[config.mk]
export PLATFORM = sky130hd
export DESIGN_NAME = systolic_row_feeder
export DESIGN_NICKNAME = d
export VERILOG_FILES = /design/src/rtl/systolic_pkg.sv /design/src/rtl/feeder_fifo.sv /design/src/rtl/systolic_row_feeder.sv
export SDC_FILE = /design/constraint.sdc
export NUM_CORES = 1
export LEC_CHECK = 0
export ABC_AREA = 1
export BUFFER_PORTS_ARGS = -buffer_cell sky130_fd_sc_hd__buf_2
export CAP_MARGIN = 10
export CORE_ASPECT_RATIO = 1.2
export CORE_MARGIN = 5
export CORE_UTILIZATION = 64
export DETAILED_ROUTE_END_ITERATION = 8
export GPL_ROUTABILITY_DRIVEN = 0
export GPL_TIMING_DRIVEN = 0
export PLACE_DENSITY = 0.85
export SLEW_MARGIN = 15
export SYNTH_ARGS = -nofsm -noshare
export SYNTH_HDL_FRONTEND = slang
export SYNTH_SLANG_ARGS = --single-unit
[constraint.sdc]
create_clock -name clock_i -period 6.5 [get_ports clock_i]
set_clock_uncertainty 0.05 [all_clocks]
set_input_delay 0.325 -clock clock_i [delete_from_list [all_inputs] [get_ports clock_i]]
set_output_delay 0.325 -clock clock_i [all_outputs]
set_load 0.05 [all_outputs]
[src/rtl/systolic_pkg.sv]
// ---------------------------------------------------------------------------
// systolic_pkg
//   Shared types for the systolic array datapath.
//   MAC_DATA_W      : width of one MAC operand element
//   t_mac_data      : signed MAC operand element
//   t_feeder_state  : row-feeder control states
// ---------------------------------------------------------------------------
package systolic_pkg;

    localparam int unsigned MAC_DATA_W = 8;

    typedef logic signed [MAC_DATA_W-1:0] t_mac_data;

    typedef enum logic [1:0] {
        FEEDER_IDLE,
        FEEDER_STREAM,
        FEEDER_FLUSH
    } t_feeder_state;

endpackage

[src/rtl/feeder_fifo.sv]
// ---------------------------------------------------------------------------
// feeder_fifo
//   Synchronous FIFO with show-ahead read data (head entry always visible).
//   clock_i   in   clock
//   resetn_i  in   asynchronous active-low reset
//   push_i    in   write wdata_i (ignored when full)
//   pop_i     in   drop head entry (ignored when empty)
//   wdata_i   in   entry to write
//   rdata_o   out  head entry
//   full_o    out  count == DEPTH
//   empty_o   out  count == 0
//   count_o   out  number of stored entries
// ---------------------------------------------------------------------------
module feeder_fifo #(
    parameter int unsigned WIDTH = 8,
    parameter int unsigned DEPTH = 4
) (
    input  logic                   clock_i,
    input  logic                   resetn_i,
    input  logic                   push_i,
    input  logic                   pop_i,
    input  logic [WIDTH-1:0]       wdata_i,
    output logic [WIDTH-1:0]       rdata_o,
    output logic                   full_o,
    output logic                   empty_o,
    output logic [$clog2(DEPTH):0] count_o
);

    localparam int unsigned AW    = $clog2(DEPTH);
    localparam int unsigned CNT_W = AW + 1;

    logic [WIDTH-1:0] r_mem [DEPTH];
    logic [AW-1:0]    r_wr_ptr;
    logic [AW-1:0]    r_rd_ptr;
    logic [CNT_W-1:0] r_count;
    logic             w_push;
    logic             w_pop;

    // Full/empty come from the registered count only, so a pop in the same
    // cycle never makes room for a push into a full FIFO.
    assign full_o  = (r_count == CNT_W'(DEPTH));
    assign empty_o = (r_count == '0);
    assign count_o = r_count;
    assign rdata_o = r_mem[r_rd_ptr];

    assign w_push = push_i && !full_o;
    assign w_pop  = pop_i && !empty_o;

    always_ff @(posedge clock_i or negedge resetn_i) begin
        if (!resetn_i) begin
            for (int unsigned i = 0; i < DEPTH; i++) begin
                r_mem[i] <= '0;
            end
            r_wr_ptr <= '0;
            r_rd_ptr <= '0;
            r_count  <= '0;
        end else begin
            if (w_push) begin
                r_mem[r_wr_ptr] <= wdata_i;
                r_wr_ptr        <= r_wr_ptr + AW'(1);
            end
            if (w_pop) begin
                r_rd_ptr <= r_rd_ptr + AW'(1);
            end
            case ({w_push, w_pop})
                2'b10:   r_count <= r_count + CNT_W'(1);
                2'b01:   r_count <= r_count - CNT_W'(1);
                default: r_count <= r_count;
            endcase
        end
    end

endmodule

[src/rtl/systolic_row_feeder.sv]
// ---------------------------------------------------------------------------
// systolic_row_feeder
//   Buffers row-vectors in a FIFO and streams one per cycle into the array's
//   per-row skew registers; after a tile's last vector it issues
//   FLUSH_CYCLES zero vectors so the skew chains and PEs drain.
//   clock_i      in   system clock
//   resetn_i     in   asynchronous active-low reset
//   s_data_i     in   input vector, element r for array row r
//   s_valid_i    in   input vector valid
//   s_last_i     in   last vector of tile (qualified by s_valid_i)
//   s_ready_o    out  FIFO not full
//   stall_i      in   array stall, freezes the output side
//   data_o       out  vector to the skew registers
//   valid_o      out  data_o is a real tile vector
//   flush_o      out  data_o is a drain zero vector
//   tile_done_o  out  pulse when the final flush vector is issued
//   busy_o       out  not idle or FIFO non-empty
// ---------------------------------------------------------------------------
module systolic_row_feeder
    import systolic_pkg::*;
#(
    parameter int unsigned ROWS         = 4,
    parameter int unsigned FIFO_DEPTH   = 4,
    parameter int unsigned FLUSH_CYCLES = 7
) (
    input  logic      clock_i,
    input  logic      resetn_i,
    input  t_mac_data s_data_i [ROWS],
    input  logic      s_valid_i,
    input  logic      s_last_i,
    output logic      s_ready_o,
    input  logic      stall_i,
    output t_mac_data data_o [ROWS],
    output logic      valid_o,
    output logic      flush_o,
    output logic      tile_done_o,
    output logic      busy_o
);

    localparam int unsigned WORD_W = ROWS * MAC_DATA_W + 1;
    localparam int unsigned CNT_W  = $clog2(FLUSH_CYCLES + 1);
    localparam int unsigned FCNT_W = $clog2(FIFO_DEPTH) + 1;

    t_feeder_state r_state;
    t_feeder_state w_state_nxt;
    logic [CNT_W-1:0] r_flush_cnt;
    logic [CNT_W-1:0] w_flush_cnt_nxt;
    t_mac_data r_data [ROWS];
    t_mac_data w_data_nxt [ROWS];
    logic r_valid;
    logic w_valid_nxt;
    logic r_flush;
    logic w_flush_nxt;
    logic r_done;
    logic w_done_nxt;

    logic [WORD_W-1:0] w_push_word;
    logic [WORD_W-1:0] w_head_word;
    t_mac_data         w_head_data [ROWS];
    logic              w_head_last;
    logic              w_full;
    logic              w_empty;
    logic [FCNT_W-1:0] w_count;
    logic              w_pop;

    // FIFO word layout: bit 0 = last flag, element r above it.
    always_comb begin
        w_push_word    = '0;
        w_push_word[0] = s_last_i;
        for (int unsigned r = 0; r < ROWS; r++) begin
            w_push_word[r*MAC_DATA_W+1 +: MAC_DATA_W] = s_data_i[r];
        end
    end

    always_comb begin
        w_head_last = w_head_word[0];
        for (int unsigned r = 0; r < ROWS; r++) begin
            w_head_data[r] = w_head_word[r*MAC_DATA_W+1 +: MAC_DATA_W];
        end
    end

    feeder_fifo #(
        .WIDTH (WORD_W),
        .DEPTH (FIFO_DEPTH)
    ) u_fifo (
        .clock_i  (clock_i),
        .resetn_i (resetn_i),
        .push_i   (s_valid_i),
        .pop_i    (w_pop),
        .wdata_i  (w_push_word),
        .rdata_o  (w_head_word),
        .full_o   (w_full),
        .empty_o  (w_empty),
        .count_o  (w_count)
    );

    assign s_ready_o   = !w_full;
    assign busy_o      = (r_state != FEEDER_IDLE) || (w_count != '0);
    assign data_o      = r_data;
    assign valid_o     = r_valid;
    assign flush_o     = r_flush;
    assign tile_done_o = r_done;

    always_comb begin
        w_state_nxt     = r_state;
        w_flush_cnt_nxt = r_flush_cnt;
        w_data_nxt      = r_data;
        w_valid_nxt     = r_valid;
        w_flush_nxt     = r_flush;
        w_done_nxt      = 1'b0;
        w_pop           = 1'b0;
        if (!stall_i) begin
            case (r_state)
                FEEDER_IDLE, FEEDER_STREAM: begin
                    w_flush_nxt = 1'b0;
                    if (!w_empty) begin
                        w_pop       = 1'b1;
                        w_data_nxt  = w_head_data;
                        w_valid_nxt = 1'b1;
                        if (w_head_last) begin
                            w_state_nxt     = FEEDER_FLUSH;
                            w_flush_cnt_nxt = CNT_W'(FLUSH_CYCLES);
                        end else begin
                            w_state_nxt = FEEDER_STREAM;
                        end
                    end else begin
                        // Bubble: an empty FIFO mid-tile keeps STREAM.
                        w_data_nxt  = '{default: '0};
                        w_valid_nxt = 1'b0;
                    end
                end
                FEEDER_FLUSH: begin
                    w_data_nxt      = '{default: '0};
                    w_valid_nxt     = 1'b0;
                    w_flush_nxt     = 1'b1;
                    w_flush_cnt_nxt = r_flush_cnt - CNT_W'(1);
                    if (r_flush_cnt == CNT_W'(1)) begin
                        w_done_nxt  = 1'b1;
                        w_state_nxt = FEEDER_IDLE;
                    end
                end
                default: begin
                    w_state_nxt = FEEDER_IDLE;
                end
            endcase
        end
    end

    always_ff @(posedge clock_i or negedge resetn_i) begin
        if (!resetn_i) begin
            r_state     <= FEEDER_IDLE;
            r_flush_cnt <= '0;
            r_data      <= '{default: '0};
            r_valid     <= 1'b0;
            r_flush     <= 1'b0;
            r_done      <= 1'b0;
        end else begin
            r_state     <= w_state_nxt;
            r_flush_cnt <= w_flush_cnt_nxt;
            r_data      <= w_data_nxt;
            r_valid     <= w_valid_nxt;
            r_flush     <= w_flush_nxt;
            r_done      <= w_done_nxt;
        end
    end

endmodule

== Word-level counts from Yosys, hierarchy flattened ==
Cells that the tools add are included.
Word-level totals
  logic and storage cells: 76
  output and inout port bits: 37
  register bits: 179
  input bits: 37
Operators by class
  $lt $le $gt $ge: 3
  reductions and logical operators: 16
  add/sub/neg operators: 5
  bitwise operators: 3
  mux-type cells: 24
  equal/unequal tests: 9
Operator list (number)
  bitwise mux 132 bit: 1
  2-to-1 mux 33 bit: 3
  binary-select mux 33 bit (select 2 bit): 1
  demux 33 bit (select 2 bit): 1
  case mux 32 bit (2 select lines): 1
  2-to-1 mux 32 bit: 1
  case mux 3 bit (2 select lines): 2
  greater-or-equal comparator 3 bit, second input constant: 2
  2-to-1 mux 1 bit: 6
  2-to-1 mux 2 bit: 3
  2-to-1 mux 3 bit: 2
  NOT 2 -> 3 bit: 2
  nonzero test 2 bit: 3
  subtractor 3 x 1 -> 3 bit, second input constant: 2
  adder 2 x 1 -> 2 bit, second input constant: 2
  == test 2 x 1 -> 1 bit, second input constant: 2
  == test 2 bit, second input constant: 2
  != test 2 bit, second input constant: 2
  case mux 1 bit (2 select lines): 2
  case mux 2 bit (2 select lines): 1
  AND reduction 4 bit: 1
  adder 3 x 1 -> 3 bit, second input constant: 1
  == test 3 x 1 -> 1 bit, second input constant: 1
  == test 3 bit, second input constant: 1
  12 further kinds: 15

== Longest topological paths before layout ==
Gate-level depths: netlist of run 1.
  depth after elaboration: 7
  mapped depth: 11

== By module ==
A second synthesis of run 1 with hierarchy kept.
Second synthesis, totals
  cells, all modules: 1069
  area, all modules: 8597.0 um2
By module, submodules not included
  feeder_fifo: area an instance 6847.8 um2, cells each 865, instances 1
  systolic_row_feeder: area an instance 1749.2 um2, cells each 204, instances 1

== Least setup slack after synthesis of run 1 ==
No wires, ideal clock.
  path kind: flip-flop to flip-flop
  start: reg u_fifo.r_count[1], in the netlist u_fifo.count_o[1]
  end: reg u_fifo.r_count[2], in the netlist u_fifo.count_o[2]
  library setup time: 0.131 ns
  cell stages (with the launch flop): 12
  data required time: 6.319 ns
  slack: 4.133 ns
  arrival time: 2.186 ns
  cell sequence: dfrtp_1 > nor2_4 > nand2_2 > nand2_2 > buf_4 > buf_4 > ha_1 > inv_1 > fa_1 > a21oi_1 > o21ai_0 > xor2_1
Between the ends
  elaborated cells on any way between the ends: 15
RTL lines
  start: declaration: RTL line feeder_fifo.sv:35  | logic [CNT_W-1:0] r_count;
  start signal: assignment: RTL line feeder_fifo.sv:66  | 2'b10: r_count <= r_count + CNT_W'(1);
  start signal: assignment: RTL line feeder_fifo.sv:67  | 2'b01: r_count <= r_count - CNT_W'(1);
  start signal: assignment: RTL line feeder_fifo.sv:68  | default: r_count <= r_count;
  == test 3 bit (*): RTL line feeder_fifo.sv:41  | assign full_o = (r_count == CNT_W'(DEPTH));
  zero test 1 bit (*)
  named net s_ready_o: RTL line systolic_row_feeder.sv:31  | output logic s_ready_o,
  logical AND 1 bit (*): RTL line feeder_fifo.sv:46  | assign w_push = push_i && !full_o;
  == test 2 x 1 -> 1 bit or == test 2 bit (tied branches): RTL line feeder_fifo.sv:65  | case ({w_push, w_pop})
  case mux 3 bit (2 select lines) or nonzero test 2 bit (tied branches)
Mark *: on every way through the listed nets, which the timed path passes. The rest lies on a longest branch.
A chain may end at the register's enable or synchronous reset.

== Worst setup path after layout of run 1 ==
  start: reg r_state[1]
  end: reg u_fifo.r_count[2], in the netlist u_fifo.count_o[2]
Between the ends
  cells in the longest elaborated chain, start to end: 7
  elaborated cells on any way between the ends: 10
RTL lines
  start: declaration: RTL line systolic_row_feeder.sv:44  | t_feeder_state r_state;
  start signal: assignment: RTL line systolic_row_feeder.sv:158  | r_state <= w_state_nxt;
  == test 2 x 1 -> 1 bit or zero test 2 bit (tied branches): RTL line systolic_row_feeder.sv:113  | case (r_state)
  OR reduction 2 bit (*): RTL line systolic_row_feeder.sv:113
  2-to-1 mux 1 bit (*): RTL line systolic_row_feeder.sv:113
  2-to-1 mux 1 bit (*): RTL line systolic_row_feeder.sv:112  | if (!stall_i) begin
  logical AND 1 bit (*): RTL line feeder_fifo.sv:47  | assign w_pop = pop_i && !empty_o;
  named net u_fifo.w_pop: RTL line feeder_fifo.sv:37  | logic w_pop;
  == test 2 x 1 -> 1 bit or == test 2 bit (tied branches): RTL line feeder_fifo.sv:65
  case mux 3 bit (2 select lines) or nonzero test 2 bit (tied branches)
Marked as above.

==> reports/summary.txt, run 1 <==
outcome: finished clean
final core occ: 74.7%
standard cell area after detailed placement: 8720 µm²
Sw Pwr: 2350 µW
worst reg-to-reg path cell count: 10
Residual DRC: 0
TritonCTS Buffers: 17
maximum achievable frequency: 399 MHz
hold path startpoint: stall_i
Fin Setup TNS: 0 ns
sum of net half-perimeters after detailed placement: 14800 µm
global routing usage on met1: 40.0%
Via-to-Cell Ratio: 5.96
Static Leakage: 0.00484 µW
switching part of the total: 44.5%
XOR/XNOR share of the synthesized area: 0.432%
Distinct cells, synth: 25
combinational family with the most area after synthesis: simple AND/OR/NAND/NOR gates
CORE AREA: 12600 µm²
area taken by flip-flops and latches: 4480 µm²
number of antenna violations at the first check in global routing: 0
data required time of the worst path: 6.77 ns
setup violators final: 0
effective utilization at floorplan: 64.6%
vias: 7526
setup repair after global routing missed its margin: no
H-tree depth reported by CTS: 4
WHS Endpoint: tile_done_o
maximum fanout encountered on the critical timing path: 10
Max Root-Sink Buffers: 2
pin count of the biggest net entering global routing: 98
number of global-route vias before repair: 7409
most used standard cells in the synthesized netlist: nand2_1, o21ai_0, dfrtp_1
num rows: 45
met2 Track Usage GR: 50.3%
area growth from synthesis to final layout: 15.6%
Post-Syn Area: 8110 µm²
combined area of the multi-input logic cells: 3220 µm²
post-synthesis compound-gate area fraction: 15.0%
remaining antenna violation count: 0
share of the synthesized area in the top cell type: 55.2%
Die Footprint: 15000 µm²
max-cap violations: 0
final design area excluding fillers: 9380 µm²
startpoint of the most critical register-to-register path: r_state[1]
Die Height: 133 µm
overall routing resource usage: 31.7%
predominant post-synthesis flop cell: dfrtp_1
area share of fa/ha/maj cells after synthesis: 1.33%
slack of the critical path: 3.99 ns
share of power burned in the clock network: 20.9%
clock tree from TritonCTS: done
gr busiest metal: met2
path type of the worst setup path: flip-flop to flip-flop
global-route wire length before repair: 37300 µm
worst slack at placement: 4.01 ns
average size of a mapped cell: 8.19 µm²
number of max-slew violations in the final report: 0
register area share after synthesis: 55.2%
cell-internal power: 2930 µW
post-layout minimum cycle time: 2.51 ns
syn nets: 1035
Data arrival, critical path: 2.77 ns
share of power burned in registers: 35.5%
worst voltage drop across the vdd grid: 0.302 mV
PortBufs: 73
final count of hold timing violations: 0
Post-layout nets: 1129
total power divided by cell area: 564 nW/µm²
worst hold path depth: 2
source-to-sink clock delay at the later pin of the worst-skew pair: 0.44 ns
fin crit share: 38.6%
Hold Crit Class: input port to flip-flop
Top Ports: 74
mux contribution to synthesized area: 0%
Simple-Gate Fraction of Synth Area: 22.8%
main area contributors after synthesis: dfrtp_1, nand2_1, o21ai_0
final routed wire length divided by cell count: 18.4 µm
async set-reset flop share out of synthesis: 100%
critical path startpoint category: flip-flop
overflow left after global routing: 0
Tightest Pin Transition: 0.635 ns
EDFF count, synth: 0
register bit count reported by yosys: 179
total number of clock tree sinks: 179
share of post-route cells with drive strength above 1: 13.9%
detailed-router iteration count before antenna repair: 7
buffer type at the clock tree root: clkbuf_16
Starting DRT DRC Count: 909
relative slew slack: 57.6%
Mapped Cells: 990
most frequently used cell type in the post-synthesis netlist: nand2_1
clock edge transition at the registers on the reported setup and hold paths: 0.06 ns
Worst R2R Setup Slack: 3.99 ns
die extent in x: 113 µm
warnings from Yosys: 0
met3 routing resource usage after global routing: 6.27%
top cell type by total area after synthesis: dfrtp_1
kind of capture point of the worst setup path: flip-flop
end of the worst register-to-register path: u_fifo.count_o[2]
wirelength, routed: 23200 µm
portion of total power attributed to combinational logic: 43.6%
Layout fillers: 913
## state kept, by name, summed over array words and instances (netlist names)
register / count
tile_done_o: 1
u_fifo.count_o: 3
r_flush_cnt: 3
data_o: 32
u_fifo.r_mem: 132
flush_o: 1
u_fifo.r_rd_ptr: 2
u_fifo.r_wr_ptr: 2
valid_o: 1
r_state: 2
## kinds of logic after synthesis
| logic type | count (synthesis) |
|---|---|
| adders and majority gates | 8 |
| AOI/OAI and AO/OA | 236 |
| buffers and inverters | 88 |
| xor gates and xnor gates | 4 |
| DFF | 179 |
| and+or+nand+nor | 475 |
## stage by stage
stage          power [µW]  std cells  hold WS, ns
6_report             5290       1262       0.0401
5_1_grt              5600       1261       0.0587
4_1_cts              5240       1261       0.0390
3_5_place_dp         4100       1228        0.308
3_3_place_gp         4000       1227        0.402
2_1_floorplan        3400        990      -0.0206
## layout make-up
class / count / share of cell area [%]
diodes: 1 / 0.0267
plain buffers: 66 / 3.58
clock buffers: 25 / 5.60
clock inverters: 7 / 1.25
inverters: 22 / 0.881
multi-input cells: 723 / 34.3
flip-flops and latches: 179 / 47.8
well taps: 164 / 2.19
repair buffers: 75 / 4.40
## placed cells by master, fill, tap and decap left out, drive strengths merged
cell,synthesis,layout
o22ai,31,31
xor2,3,3
o21ai,200,200
ha,7,7
clkbuf,28,53
nand3,10,10
nand2,388,388
dlygate4sd3,0,1
or2,1,1
diode,0,1
nor4,1,1
nand4,1,1
dfrtp,179,179
clkinv,1,5
fa,1,1
inv,21,21
buf,38,112
xnor2,1,1
a21oi,5,5
nor2,74,74
bufinv,0,3
## repair_timing
action                                 4_1_cts  5_1_grt
setup buffers                                0        0
endpoints found under the hold margin       82        0
gates resized for setup                      0        0
hold buffers                                 1        0
## worst max-delay path, stage by stage, from the launching register on
cell and delay [ns]:
dfrtp_1 0.41, nor2_1 0.17, nand2_1 0.15, clkinv_1 0.23, buf_2 0.30, ha_1 0.18, inv_1 0.07, fa_1 0.43
a21oi_1 0.14, o21ai_0 0.11, xor2_1 0.15
## per-layer routing
metal | vias up | share of wire, %
met1 | 3560 | 37
met4 | 0 | 5.1
met2 | 468 | 49
li1 | 3395 | -
met5 | - | 0
met3 | 103 | 9.1
## how the worst max path moves through the flow
stage	from	end	slack, ns	depth (start not counted)
after floorplan	u_fifo.count_o[1]	u_fifo.count_o[2]	4.13	11
after global placement	resetn_i	data_o[10]	2.27	1
after global routing	r_state[1]	u_fifo.count_o[2]	3.87	10
final	r_state[1]	u_fifo.count_o[2]	3.99	10
after detailed placement	stall_i	u_fifo.count_o[2]	4.01	11
after CTS	r_state[1]	u_fifo.count_o[2]	4.02	10
## power by group through the flow
stage	combinational (µW)	clock (µW)	sequential (µW)
2_1_floorplan	1310	0	2090
3_5_place_dp	2230	0	1870
5_1_grt	2520	1160	1920
6_report	2300	1110	1880
3_3_place_gp	2160	0	1850
4_1_cts	2270	1110	1860
No activity file was read; power rests on OpenSTA's default activity.
==> run 2, diff against run 1 <==
--- a/config.mk
+++ b/config.mk
@@ -5,16 +5,16 @@
 export SDC_FILE = /design/constraint.sdc
 export NUM_CORES = 1
 export LEC_CHECK = 0
-export ABC_AREA = 1
+export ABC_AREA = 0
 export BUFFER_PORTS_ARGS = -buffer_cell sky130_fd_sc_hd__buf_2
 export CAP_MARGIN = 10
 export CORE_ASPECT_RATIO = 1.2
 export CORE_MARGIN = 5
-export CORE_UTILIZATION = 64
+export CORE_UTILIZATION = 53
 export DETAILED_ROUTE_END_ITERATION = 8
 export GPL_ROUTABILITY_DRIVEN = 0
 export GPL_TIMING_DRIVEN = 0
-export PLACE_DENSITY = 0.85
+export PLACE_DENSITY = 0.75
 export SLEW_MARGIN = 15
 export SYNTH_ARGS = -nofsm -noshare
 export SYNTH_HDL_FRONTEND = slang
==> constraint.sdc (replaced) <==
create_clock -name clock_i -period 2.25 [get_ports clock_i]
set_clock_uncertainty 0.05 [all_clocks]
set_input_delay 0.1125 -clock clock_i [delete_from_list [all_inputs] [get_ports clock_i]]
set_output_delay 0.1125 -clock clock_i [all_outputs]
set_load 0.05 [all_outputs]
==> run 2 against run 1 <==
Total power grew to 2.8 times the previous value. Area after synthesis down 4.6%. Synthesized cell count shrank 52%. Cell area increased by 0.72%. Setup slack worse by 4.0 ns. Final cell count down 37%. Sequential power rose to 3.0 times the previous value.
==> reports/summary.txt, run 2 <==
maximum achievable frequency: 452 MHz
register area share after synthesis: 57.9%
path type of the worst setup path: flip-flop to flip-flop
worst slack at placement: -0.294 ns
startpoint of the most critical register-to-register path: u_fifo.count_o[2]
Distinct cells, synth: 36
portion of total power attributed to combinational logic: 40.4%
maximum fanout encountered on the critical timing path: 10
register bank with the most flops: u_fifo.r_mem
setup violators final: 0
Die Footprint: 17100 µm²
worst reg-to-reg path cell count: 7
library cell contributing the largest single delay on the critical path: dfrtp_2
syn nets: 517
top cell type by total area after synthesis: dfrtp_1
average size of a mapped cell: 16.4 µm²
Max Root-Sink Buffers: 2
cells traversed along the worst timing path: buf_4, nor4_4, nor3_4, buf_4, buf_4, clkbuf_1, a22o_1
register bit count reported by yosys: 179
kind of capture point of the worst setup path: flip-flop
share of post-route cells with drive strength above 1: 31.3%
Fin Setup TNS: 0 ns
warnings from Yosys: 0
Layout fillers: 1023
Tightest Pin Transition: 0.785 ns
Starting DRT DRC Count: 212
Post-layout nets: 653
vias: 4489
Die Height: 142 µm
Most common cell on crit path: buf_4
Sw Pwr: 5070 µW
total power divided by cell area: 1560 nW/µm²
overflow left after global routing: 0
H-tree depth reported by CTS: 4
final routed wire length divided by cell count: 20.2 µm
critical path startpoint category: flip-flop
placed cell count: 719
Data arrival, critical path: 2.48 ns
data required time of the worst path: 2.52 ns
TritonCTS Buffers: 17
combined area of the multi-input logic cells: 3040 µm²
relative slew slack: 47.7%
cell-internal power: 9640 µW
wirelength, routed: 16100 µm
number of antenna violations at the first check in global routing: 0
number of max-slew violations in the final report: 0
CORE AREA: 14400 µm²
remaining antenna violation count: 0
die extent in x: 120 µm
effective utilization at floorplan: 53.9%
source-to-sink clock delay at the later pin of the worst-skew pair: 0.43 ns
max-cap violations: 0
outcome: finished clean
worst hold path depth: 2
most frequently used cell type in the post-synthesis netlist: dfrtp_1
total number of clock tree sinks: 179
slack of the critical path: 0.0384 ns
num rows: 48
Slowest Stage Delay on Critical Path: 0.43 ns
number of inserted diodes: 0
overall routing resource usage: 19.8%
switching part of the total: 34.5%
share of the synthesized area in the top cell type: 57.9%
hold path startpoint: stall_i
EDFF count, synth: 0
buffer type at the clock tree root: clkbuf_16
Top Ports: 74
detailed-router iteration count before antenna repair: 4
area taken by flip-flops and latches: 4480 µm²
fin crit share: 98.3%
number of global-route vias before repair: 4929
async set-reset flop share out of synthesis: 100%
sum of net half-perimeters after detailed placement: 10200 µm
share of power burned in registers: 38.6%
family with the most delay on the worst path: buffers and inverters
Mapped Cells: 472
global-route wire length before repair: 26200 µm
main area contributors after synthesis: dfrtp_1, mux2_1, mux4_2
worst voltage drop across the vdd grid: 0.690 mV
predominant post-synthesis flop cell: dfrtp_1
Post-Syn Area: 7740 µm²
Residual DRC: 0
Worst R2R Setup Slack: 0.04 ns
gr busiest metal: met2
share of power burned in the clock network: 21.0%
Final Instance Count excl. Fillers: 795
global routing usage on met1: 25.8%
Buffers & Inverters on Critical Path: 4
area growth from synthesis to final layout: 22.1%
number of flip-flops under the largest register name: 132
clock tree from TritonCTS: done
Static Leakage: 0.00426 µW
final count of hold timing violations: 0
Hold Crit Class: input port to flip-flop
pin count of the biggest net entering global routing: 109
WHS Endpoint: flush_o
most used cells in the layout excluding fill and tap cells: dfrtp_1, mux2_1, buf_2, a22o_1, dlygate4sd3_1
Via-to-Cell Ratio: 5.65
Post-Route Hold Slack: 0.0295 ns
PortBufs: 71
most used standard cells in the synthesized netlist: dfrtp_1, mux2_1, a22o_1
clock edge transition at the registers on the reported setup and hold paths: 0.06 ns
met2 Track Usage GR: 33.5%
end of the worst register-to-register path: data_o[16]
post-layout minimum cycle time: 2.21 ns
most common cell after layout, fill and taps aside: dfrtp_1
met3 routing resource usage after global routing: 4.81%
-- run 2: metrics by stage --
| step | power [µW] | utilization, % | instance area (µm²) |
|---|---|---|---|
| global placement | 11100 | 58.1 | 8330 |
| finish | 14700 | 65.8 | 9440 |
| detailed placement | 11400 | 58.3 | 8370 |
| CTS | 14700 | 65.2 | 9360 |
| global route | 15500 | 65.8 | 9440 |
| floorplan | 9990 | - | 7760 |
-- run 2: logic make-up after synthesis --
group           Yosys count  share of synthesized area (%)
xor+xnor                  6                          0.679
simple gates             24                           2.54
buf+inv                  40                           3.40
mux                     169                           29.2
compound gates           46                           4.90
flops                   179                           57.9
fa+ha+maj                 8                           1.39
-- run 2: metal layers --
metal / up-vias / routed length (µm)
met5: - / 0
met4: 0 / 247
met3: 18 / 567
met2: 91 / 8180
met1: 2352 / 7070
li1: 2028 / -
-- run 2: final cells by class --
class / instances / area share, %
Tap cell: 175 / 2.32
Timing Repair Buffer: 117 / 8.61
Sequential cell: 179 / 47.5
Inverter: 9 / 0.358
Clock inverter: 10 / 1.66
Clock buffer: 21 / 4.88
Multi-Input combinational cell: 253 / 32.1
Buffer: 31 / 2.57
-- run 2: power by group through the flow --
stage / Combinational, µW / Clock [µW] / Sequential (µW)
floorplan: 3730 / 0 / 6260
global placement: 5550 / 0 / 5560
detailed placement: 5750 / 0 / 5700
CTS: 5890 / 3150 / 5660
global route: 6400 / 3270 / 5860
finish: 5940 / 3090 / 5670
-- run 2: worst max path at each step --
stage | slack [ns] | cells after the start | end | start
after detailed placement | -0.29 | 9 | u_fifo.count_o[2] | r_state[1]
final | 0.04 | 7 | data_o[16] | u_fifo.count_o[2]
after floorplan | 0.005 | 9 | u_fifo.count_o[2] | u_fifo.count_o[1]
after global routing | -0.02 | 10 | u_fifo.count_o[2] | u_fifo.count_o[2]
after CTS | -0.002 | 7 | u_fifo.count_o[1] | u_fifo.count_o[1]
after global placement | -1.60 | 1 | data_o[1] | resetn_i
-- run 2: timing repair --
| action | 4_1_cts | 5_1_grt |
|---|---|---|
| endpoints found under the hold margin | 239 | 0 |
| pin swaps | 1 | 3 |
| resized for setup | 2 | 8 |
| gates cloned | 0 | 1 |
| hold buffers | 34 | 0 |
| buffers inserted | 3 | 7 |
| endpoints found under the setup margin | 2 | 2 |
